### src/rtl/riscv_defines.sv
// Shared core definitions: word width, fetch FSM states and the prefetch entry layout.
// Latency: none (types and constants only).
// Backpressure: not applicable.
package riscv_defines;

   localparam int WORD_WIDTH = 32;

   typedef enum logic [1:0] {
      IDLE    = 2'd0,
      REQ     = 2'd1,
      WAIT    = 2'd2,
      DISCARD = 2'd3
   } fetch_state_e;

   // One prefetched instruction together with the address it was fetched from.
   typedef struct packed {
      logic [WORD_WIDTH-1:0] instr;
      logic [WORD_WIDTH-1:0] pc;
   } fetch_entry_t;

endpackage

### src/rtl/fetch_fifo.sv
// Small circular prefetch buffer with push/pop/flush and an occupancy count.
// Latency: a pushed entry is visible on head the cycle after the push; no bypass.
// Backpressure: a push while full (without a same-cycle pop) is ignored; flush wins over push/pop.
// Ports: clk, rst (sync, active high), flush, push/push_data, pop, head, empty, count.
module fetch_fifo
   import riscv_defines::*;
#(
   parameter int DEPTH = 2,
   parameter int WIDTH = $bits(fetch_entry_t)
) (
   input  logic                       clk,
   input  logic                       rst,
   input  logic                       flush,
   input  logic                       push,
   input  logic [WIDTH-1:0]           push_data,
   input  logic                       pop,
   output logic [WIDTH-1:0]           head,
   output logic                       empty,
   output logic [$clog2(DEPTH+1)-1:0] count
);
   localparam int PW = (DEPTH > 1) ? $clog2(DEPTH) : 1;
   localparam int CW = $clog2(DEPTH + 1);

   logic [WIDTH-1:0] mem [DEPTH];
   logic [PW-1:0]    rd_ptr;
   logic [PW-1:0]    wr_ptr;
   logic             do_push;
   logic             do_pop;

   // Pointers wrap at DEPTH so non-power-of-two depths work.
   function automatic logic [PW-1:0] bump(input logic [PW-1:0] p);
      return (p == PW'(DEPTH - 1)) ? '0 : p + PW'(1);
   endfunction

   assign empty   = (count == '0);
   assign head    = mem[rd_ptr];
   assign do_pop  = pop && !empty;
   assign do_push = push && ((count != CW'(DEPTH)) || do_pop);

   always_ff @(posedge clk) begin
      if (rst || flush) begin
         rd_ptr <= '0;
         wr_ptr <= '0;
         count  <= '0;
      end else begin
         if (do_push) begin
            mem[wr_ptr] <= push_data;
            wr_ptr      <= bump(wr_ptr);
         end
         if (do_pop) begin
            rd_ptr <= bump(rd_ptr);
         end
         case ({do_push, do_pop})
            2'b10:   count <= count + CW'(1);
            2'b01:   count <= count - CW'(1);
            default: count <= count;
         endcase
      end
   end

endmodule

### src/rtl/fetch_unit.sv
// Instruction fetch: one outstanding memory transaction feeding a small prefetch FIFO.
// Latency: response data reaches instr_o the cycle after instr_rvalid_i; first request the cycle after reset release.
// Backpressure: new requests are issued only while the FIFO can absorb the reply; decode stalls via instr_ready_i.
// Ports: clk_i/rst_i; memory side instr_req_o/instr_addr_o/instr_gnt_i/instr_rvalid_i/instr_rdata_i;
//        decode side instr_o/pc_o/instr_valid_o/instr_ready_i; control side redirect_i/redirect_addr_i.
module fetch_unit
   import riscv_defines::*;
#(
   parameter logic [WORD_WIDTH-1:0] BOOT_ADDR  = 32'h0000_0080,
   parameter int                    FIFO_DEPTH = 2
) (
   input  logic                  clk_i,
   input  logic                  rst_i,
   output logic                  instr_req_o,
   output logic [WORD_WIDTH-1:0] instr_addr_o,
   input  logic                  instr_gnt_i,
   input  logic                  instr_rvalid_i,
   input  logic [WORD_WIDTH-1:0] instr_rdata_i,
   output logic [WORD_WIDTH-1:0] instr_o,
   output logic [WORD_WIDTH-1:0] pc_o,
   output logic                  instr_valid_o,
   input  logic                  instr_ready_i,
   input  logic                  redirect_i,
   input  logic [WORD_WIDTH-1:0] redirect_addr_i
);
   localparam int CW = $clog2(FIFO_DEPTH + 1);

   fetch_state_e          state;
   fetch_state_e          state_nxt;
   logic [WORD_WIDTH-1:0] fetch_addr;
   logic [WORD_WIDTH-1:0] fetch_addr_nxt;
   logic [WORD_WIDTH-1:0] held_target;
   logic [WORD_WIDTH-1:0] held_target_nxt;
   logic                  held_kill;
   logic                  held_kill_nxt;
   logic [CW-1:0]         count;
   logic [CW:0]           count_after_push;
   logic                  fifo_empty;
   logic                  push;
   logic                  pop;
   logic [WORD_WIDTH-1:0] target;
   fetch_entry_t          push_entry;
   fetch_entry_t          head_entry;

   assign target           = {redirect_addr_i[WORD_WIDTH-1:2], 2'b00};
   assign pop              = !fifo_empty && instr_ready_i && !redirect_i;
   assign count_after_push = {1'b0, count} + (CW+1)'(1) - (CW+1)'(pop);

   // In WAIT the fetch address has already advanced past the granted word, and
   // any redirect that would have moved it also discards the reply, so the
   // granted address is always fetch_addr - 4 when a push happens.
   assign push_entry.instr = instr_rdata_i;
   assign push_entry.pc    = fetch_addr - WORD_WIDTH'(4);

   fetch_fifo #(
      .DEPTH (FIFO_DEPTH),
      .WIDTH ($bits(fetch_entry_t))
   ) u_fifo (
      .clk       (clk_i),
      .rst       (rst_i),
      .flush     (redirect_i),
      .push      (push),
      .push_data (push_entry),
      .pop       (pop),
      .head      (head_entry),
      .empty     (fifo_empty),
      .count     (count)
   );

   assign instr_req_o   = (state == REQ);
   assign instr_addr_o  = fetch_addr;
   assign instr_valid_o = !fifo_empty;
   assign instr_o       = head_entry.instr;
   assign pc_o          = head_entry.pc;

   always_comb begin
      state_nxt       = state;
      fetch_addr_nxt  = fetch_addr;
      held_target_nxt = held_target;
      held_kill_nxt   = held_kill;
      push            = 1'b0;
      unique case (state)
         IDLE: begin
            // Nothing is outstanding here, so the issue test reduces to count < depth.
            if (redirect_i) begin
               fetch_addr_nxt = target;
               state_nxt      = REQ;
            end else if (count < CW'(FIFO_DEPTH)) begin
               state_nxt = REQ;
            end
         end
         REQ: begin
            if (instr_gnt_i) begin
               if (redirect_i || held_kill) begin
                  state_nxt      = DISCARD;
                  fetch_addr_nxt = redirect_i ? target : held_target;
                  held_kill_nxt  = 1'b0;
               end else begin
                  state_nxt      = WAIT;
                  fetch_addr_nxt = fetch_addr + WORD_WIDTH'(4);
               end
            end else if (redirect_i) begin
               // The ungranted request must stay on the bus unchanged; park the
               // target and apply it once the grant arrives.
               held_kill_nxt   = 1'b1;
               held_target_nxt = target;
            end
         end
         WAIT: begin
            if (redirect_i) begin
               fetch_addr_nxt = target;
               state_nxt      = instr_rvalid_i ? REQ : DISCARD;
            end else if (instr_rvalid_i) begin
               push      = 1'b1;
               state_nxt = (count_after_push < (CW+1)'(FIFO_DEPTH)) ? REQ : IDLE;
            end
         end
         DISCARD: begin
            if (redirect_i) begin
               fetch_addr_nxt = target;
            end
            if (instr_rvalid_i) begin
               state_nxt = REQ;
            end
         end
      endcase
   end

   always_ff @(posedge clk_i) begin
      if (rst_i) begin
         state       <= IDLE;
         fetch_addr  <= BOOT_ADDR;
         held_target <= '0;
         held_kill   <= 1'b0;
      end else begin
         state       <= state_nxt;
         fetch_addr  <= fetch_addr_nxt;
         held_target <= held_target_nxt;
         held_kill   <= held_kill_nxt;
      end
   end

endmodule

### config.mk
export PLATFORM = sky130hd
export DESIGN_NAME = fetch_unit
export DESIGN_NICKNAME = d
export VERILOG_FILES = /design/src/rtl/riscv_defines.sv /design/src/rtl/fetch_fifo.sv /design/src/rtl/fetch_unit.sv
export SDC_FILE = /design/constraint.sdc
export NUM_CORES = 1
export LEC_CHECK = 0
export BUFFER_PORTS_ARGS = -buffer_cell sky130_fd_sc_hd__buf_2
export CORE_ASPECT_RATIO = 0.6
export CORE_MARGIN = 2
export CORE_UTILIZATION = 60
export DETAILED_ROUTE_END_ITERATION = 10
export PLACE_DENSITY = 0.94
export SETUP_SLACK_MARGIN = 0.1
export SKIP_LAST_GASP = 1
export SYNTH_ARGS = -nofsm -noshare
export SYNTH_HDL_FRONTEND = slang
export SYNTH_SLANG_ARGS = --single-unit
### constraint.sdc
create_clock -name clk_i -period 11.9 [get_ports clk_i]
set_clock_uncertainty 0.15 [all_clocks]
set_input_delay 0.595 -clock clk_i [delete_from_list [all_inputs] [get_ports clk_i]]
set_output_delay 0.595 -clock clk_i [all_outputs]
set_load 0.005 [all_outputs]
* Yosys cells after proc, flatten, opt, wreduce, memory -nomap -nowiden *
Memories as Yosys holds them, arrays and structs flattened. A register that Yosys moved wholly into a read port is not among the register bits.
Cells that the tools add are included.

storage, ports and cells
  logic and storage cells = 78
  bits of input ports = 70
  memories kept = 1
  register bits = 71
  RAM bits = 128
  output and inout port bits = 98

memories
  memory      depth  width  read ports  clocked after Yosys merged registers in  wr ports  line              source
  u_fifo.mem  2      64     1           1                                        1         fetch_fifo.sv:24  logic [WIDTH-1:0] mem [DEPTH];

operators by class
  order comparisons = 2
  equality and inequality tests = 12
  add/subtract/negate cells = 8
  reduce and logical (&&, ||, !) cells = 18
  bitwise gates (word level) = 1
  multiplexer cells = 29

operator list
  cell                                                    count
  2-to-1 mux 32 bit                                       4
  one-hot mux 32 bit (2 select lines)                     1
  adder 32 x 3 -> 32 bit (second input constant)          1
  subtractor 32 x 3 -> 32 bit (second input constant)     1
  2-to-1 mux 1 bit                                        15
  2-to-1 mux 2 bit                                        7
  one-hot mux 2 bit (4 select lines)                      1
  equality test 2 bit (second input constant)             3
  inequality test 2 x 1 -> 1 bit (second input constant)  3
  inequality test 3 bit (second input constant)           2
  equality test 2 x 1 -> 1 bit (second input constant)    2
  logical AND 1 bit                                       4
  zero test 2 bit                                         2
  inequality test 2 bit (second input constant)           2
  one-hot mux 2 bit (2 select lines)                      1
  AND reduction 2 bit                                     2
  AND reduction 4 bit                                     1
  nonzero test 2 bit                                      2
  adder 2 x 1 -> 3 bit (second input constant)            1
  logical OR 1 bit                                        3
  < comparator 3 x 2 -> 1 bit (second input constant)     1
  AND reduction 3 bit                                     1
  OR reduction 3 bit                                      1
  subtractor 3 x 1 -> 3 bit                               1
  other kinds (6)                                         8

* Longest topological paths before layout *
  depth in word-level cells = 10
  gate-level depth with buffers = 10
  mapped depth without buffers = 8

* By module *
From an unflattened synthesis, not the netlist that was laid out.

second synthesis, totals
  cells, all modules = 861
  area total of the unflattened synthesis = 9,232.6 um^2

by module, submodules not included
  module      cells an instance  area each (um^2)  seq. area each (um^2)  instances
  fetch_fifo  224                4,835.9           3,943.8                1
  fetch_unit  637                4,396.7           1,341.3                1

* Least setup slack after synthesis *
Ideal clock, no wire load.

  path kind = input -> register
  start = input redirect_i
  end = memory u_fifo.mem[1][0] in the netlist's numbering (enable)
  setup slack = 5.096 ns
  required time = 11.172 ns
  arrival = 6.076 ns
  path buffers = 2
  stages = 5
  library setup time = 0.578 ns
  cell sequence = buf_2 > clkinv_1 > clkbuf_1 > nand4_1 > nor3b_1

on the way
  longest elaborated chain between the ends = 8
  elaborated cells between the ends (all ways) = 11
  those cells by class = 5 x mux; 6 x reduce/logical

RTL lines
  element                                     line              source
  from (decl)                                 fetch_unit.sv:23  input logic redirect_i,
  zero test 1 bit                             fetch_unit.sv:46  assign pop = !fifo_empty && instr_ready_i && !redirect_i;
  logical AND 1 bit                           fetch_unit.sv:46
  logical AND 1 bit                           fetch_fifo.sv:37  assign do_pop = pop && !empty;
  logical OR 1 bit                            fetch_fifo.sv:38  assign do_push = push && ((count != CW'(DEPTH)) || do_pop);
  logical AND 1 bit                           fetch_fifo.sv:38
  2-to-1 mux 1 bit                            fetch_fifo.sv:46  if (do_push) begin
  2-to-1 mux 1 bit (*)                        fetch_fifo.sv:41  if (rst || flush) begin
  2-to-1 mux 1 bit (implied by the code) (*)  fetch_fifo.sv:47  mem[wr_ptr] <= push_data;
  to (decl)                                   fetch_fifo.sv:24

Every way passes the cells marked *; elsewhere a longest branch is shown, timed or not.

* Worst setup path in the final report *
  start = register state[1]
  end = register fetch_addr[28] (netlist: instr_addr_o[28])

on the way
  longest elaborated chain between the ends = 4
  elaborated cells between the ends (all ways) = 9
  those cells by class = 5 x eq/ne; 1 x mux; 3 x reduce/logical

RTL lines
  element                                                 line               source
  from (decl)                                             fetch_unit.sv:28   fetch_state_e state;
  from (signal assigned)                                  fetch_unit.sv:136  state <= state_nxt;
  equality test 2 bit or zero test 2 bit (tied branches)  fetch_unit.sv:82   unique case (state)
  OR reduction 3 bit (no source line)                     --
  inequality test 2 x 1 -> 1 bit (no source line)         --
  AND reduction 2 bit (no source line)                    --
  to (signal assigned)                                    fetch_unit.sv:137  fetch_addr <= fetch_addr_nxt;
  to (decl)                                               fetch_unit.sv:30   logic [WORD_WIDTH-1:0] fetch_addr;

Parallel ways exist; a longest one is shown, timed or not.
A chain may end at the register's enable or synchronous reset.

==> results_dict.tcl <==
set metrics [dict create \
    critPathLaunchType "register" \
    fillCellCount 1072 \
    drive_above_1_share 0.286 \
    hpwl_mm 15.4 \
    r2r_cells 7 \
    muxShareOfSynthArea 0.0839 \
    rows 35 \
    timing.rr.end "instr_addr_o[28]" \
    synth-simple-area-share 0.157 \
    synth_top_family_by_area "simple AND/OR/NAND/NOR gates" \
    synth-xor-area-share 0.0300 \
    grt_pass1_wl_mm 35.4 \
    path_clk_slew_ps 80 \
    areaGrowthSynthToFinish_pct 15.5 \
    clkPwrFrac 0.323 \
    clk_latency_ps 430 \
    max-vdd-ir-drop_uv 109 \
    drc 0 \
    synth_flop_cell "edfxtp_1" \
    finalInstanceArea_um2 10700 \
    max_cap_violations 0 \
    rsz0062_at_grt "false" \
    via_per_inst 6.25 \
    synthAdderAreaFrac 0.00942 \
    setup.worst_path.end "instr_addr_o[28]" \
    synth_fp_nets 941 \
    ff2ff_setup_slack_ps 8620 \
    ys_seq_area_frac 0.568 \
    cts_buffer_depth 2 \
    fmax_mhz 304 \
    synth-seq-cells 200 \
    tritoncts "yes" \
    worstPathRequired_ps 12120 \
    clock-sinks 200 \
    yosysTopAreaCellShare 0.413 \
    io_pins 168 \
    numCtsBuffers 17 \
    multiInputGateArea_um2 3650 \
    min_period_over_period 0.276 \
    coreArea_um2 15200 \
    antenna_found_initial 0 \
    io_buffers 165 \
    finalMaxSlewViolations 0 \
    pwr-share-seq 0.480 \
    cts-root-buf "clkbuf_16" \
    synth_area_um2 9300 \
    synth_edf_count 128 \
    seqCellArea_um2 5290 \
    relSlewSlack 0.127 \
    netlist_top_cells_area "edfxtp_1 41%, dfxtp_1 15%, mux2_2 7.7%" \
    critPathLaunch "state[1]" \
    synth_top_cell_by_area "edfxtp_1" \
    tns_ps 0 \
    end_kind "register" \
    nNetsFinal 1058 \
    cts_resized 0 \
    timing_hold_violations_final 0 \
    power_density_nw_per_um2 169 \
    p_sw_uw 584 \
    antenna_violating_nets_post_route 0 \
    switching_share 0.321 \
    htreeDepth 4 \
    syn_avg_cell_area_um2 10.8 \
    intPower_mw 1.23 \
    die_h_um 100 \
    synth_most_common_cell "edfxtp_1" \
    status "completed" \
    setup_violations 0 \
    placed_cell_area_um2 10100 \
    netlist-cell-type-count 64 \
    grt_max_degree 65 \
    finalWeightedCongestion 0.909 \
    die_w_um 165 \
    grt_pass1_vias 6885 \
    drtIter0Drc 1284 \
    tightest_slew_ps 1310 \
    start_util 0.610 \
    finalWirelength_mm 23.1 \
    synthCells 864 \
    cts_hold_repair.buffers 0 \
    die_area_um2 16500 \
    dr_total_vias 7484 \
    r2r_start "state[1]" \
    synth_common_cells "128 x edfxtp_1, 114 x nand2_1, 72 x dfxtp_1, 64 x mux2_2, 64 x nor2_1" \
    worstPathArrival_ps 3500 \
    cts_setup_buffers 0 \
    pwr-share-comb 0.197 \
    diodes 0 \
    grt-ovfl-total 0 \
    synth_warnings 0 \
    drt-pass1-iter-count 6 \
    hp-class "in -> reg" \
    wl_per_cell_um 19.3 \
    grt_usage 0.278 \
    crit_type "reg -> reg" \
    period_needed_ps 3280 \
    worstPathMaxFanout 31 \
    power.leakage_nw 3.97 \
    synth-compound-area-share 0.110 \
    synthArstFlopShare 0 \
]
## routing by layer
metal / share of wire / GRT usage / vias to the layer above
met5: 0 / 0 / -
li1: - / - / 3393
met3: 0.12 / 0.0636 / 68
met2: 0.45 / 0.436 / 497
met4: 0.022 / 0.0783 / 0
met1: 0.41 / 0.391 / 3526
## power groups by stage
stage                     Combinational (mW)  Sequential [mW]  Clock (mW)
after global routing                   0.393            0.878       0.618
after detailed placement               0.346            0.882           0
after floorplan                        0.279            0.838           0
after CTS                              0.351            0.867       0.589
after global placement                 0.333            0.878           0
final                                  0.359            0.872       0.586
## layout by cell type, fill, tap and decap left out, drive strengths merged, types with 10 or more instances in the layout
cell type,n
a211oi,11
a21oi,60
buf,174
clkbuf,17
dfxtp,72
edfxtp,128
inv,23
mux2,64
nand2,114
nand3,24
nand4,13
nor2,64
nor3,23
nor4,16
o21ai,27
or4,10
xnor2,17
xor2,14
## layout make-up
| class | instances | area share |
|---|---|---|
| sequential | 200 | 0.492 |
| multi-input combinational | 572 | 0.340 |
| timing repair buffer | 174 | 0.0832 |
| clock buffer | 17 | 0.0396 |
| tap | 203 | 0.0237 |
| clock inverter | 15 | 0.0162 |
| inverter | 16 | 0.00559 |
## worst max-delay path, stage by stage (launching register included)
cell	delay, ps
dfxtp_1	380
inv_1	80
ha_1	330
nand2b_1	500
nand2_1	980
nor2_1	80
a2111oi_0	540
a311o_1	170
## worst min-delay path by stage
stage / endpoint / depth (start not counted) / slack, ps / startpoint
floorplan: held_target[13] / 2 / 280 / held_target[13]
global placement: held_target[16] / 2 / 290 / held_target[16]
detailed placement: held_target[27] / 2 / 300 / held_target[27]
CTS: u_fifo.mem[0][34] / 1 / 190 / instr_rdata_i[2]
global route: u_fifo.mem[0][55] / 1 / 190 / instr_rdata_i[23]
finish: u_fifo.mem[0][34] / 1 / 200 / instr_rdata_i[2]
## per-stage QoR
stage          setup WS, ps  hold WS, ps   util  power [mW]  instances
3_5_place_dp           8730          297  0.665        1.23       1165
3_3_place_gp           8690          289  0.665        1.21       1165
4_1_cts                8720          191  0.705        1.81       1197
6_report               8620          198  0.705        1.82       1197
5_1_grt                8350          189  0.705        1.89       1197
2_1_floorplan          5100          282      -        1.12        864
## sequential cells by signal (all words and copies together), names as in the netlist, named ones only
name	count
u_fifo.mem	128
held_target	32
instr_addr_o	32
state	2
u_fifo.count	2
held_kill	1
u_fifo.rd_ptr	1
u_fifo.wr_ptr	1
## kinds of logic after synthesis
| logic type | Yosys count |
|---|---|
| buf+inv | 92 |
| xor+xnor | 31 |
| simple gates | 305 |
| compound gates | 159 |
| fa+ha+maj | 7 |
| flops | 200 |
| mux | 70 |
Note: power is estimated with default switching activity, not from simulation.
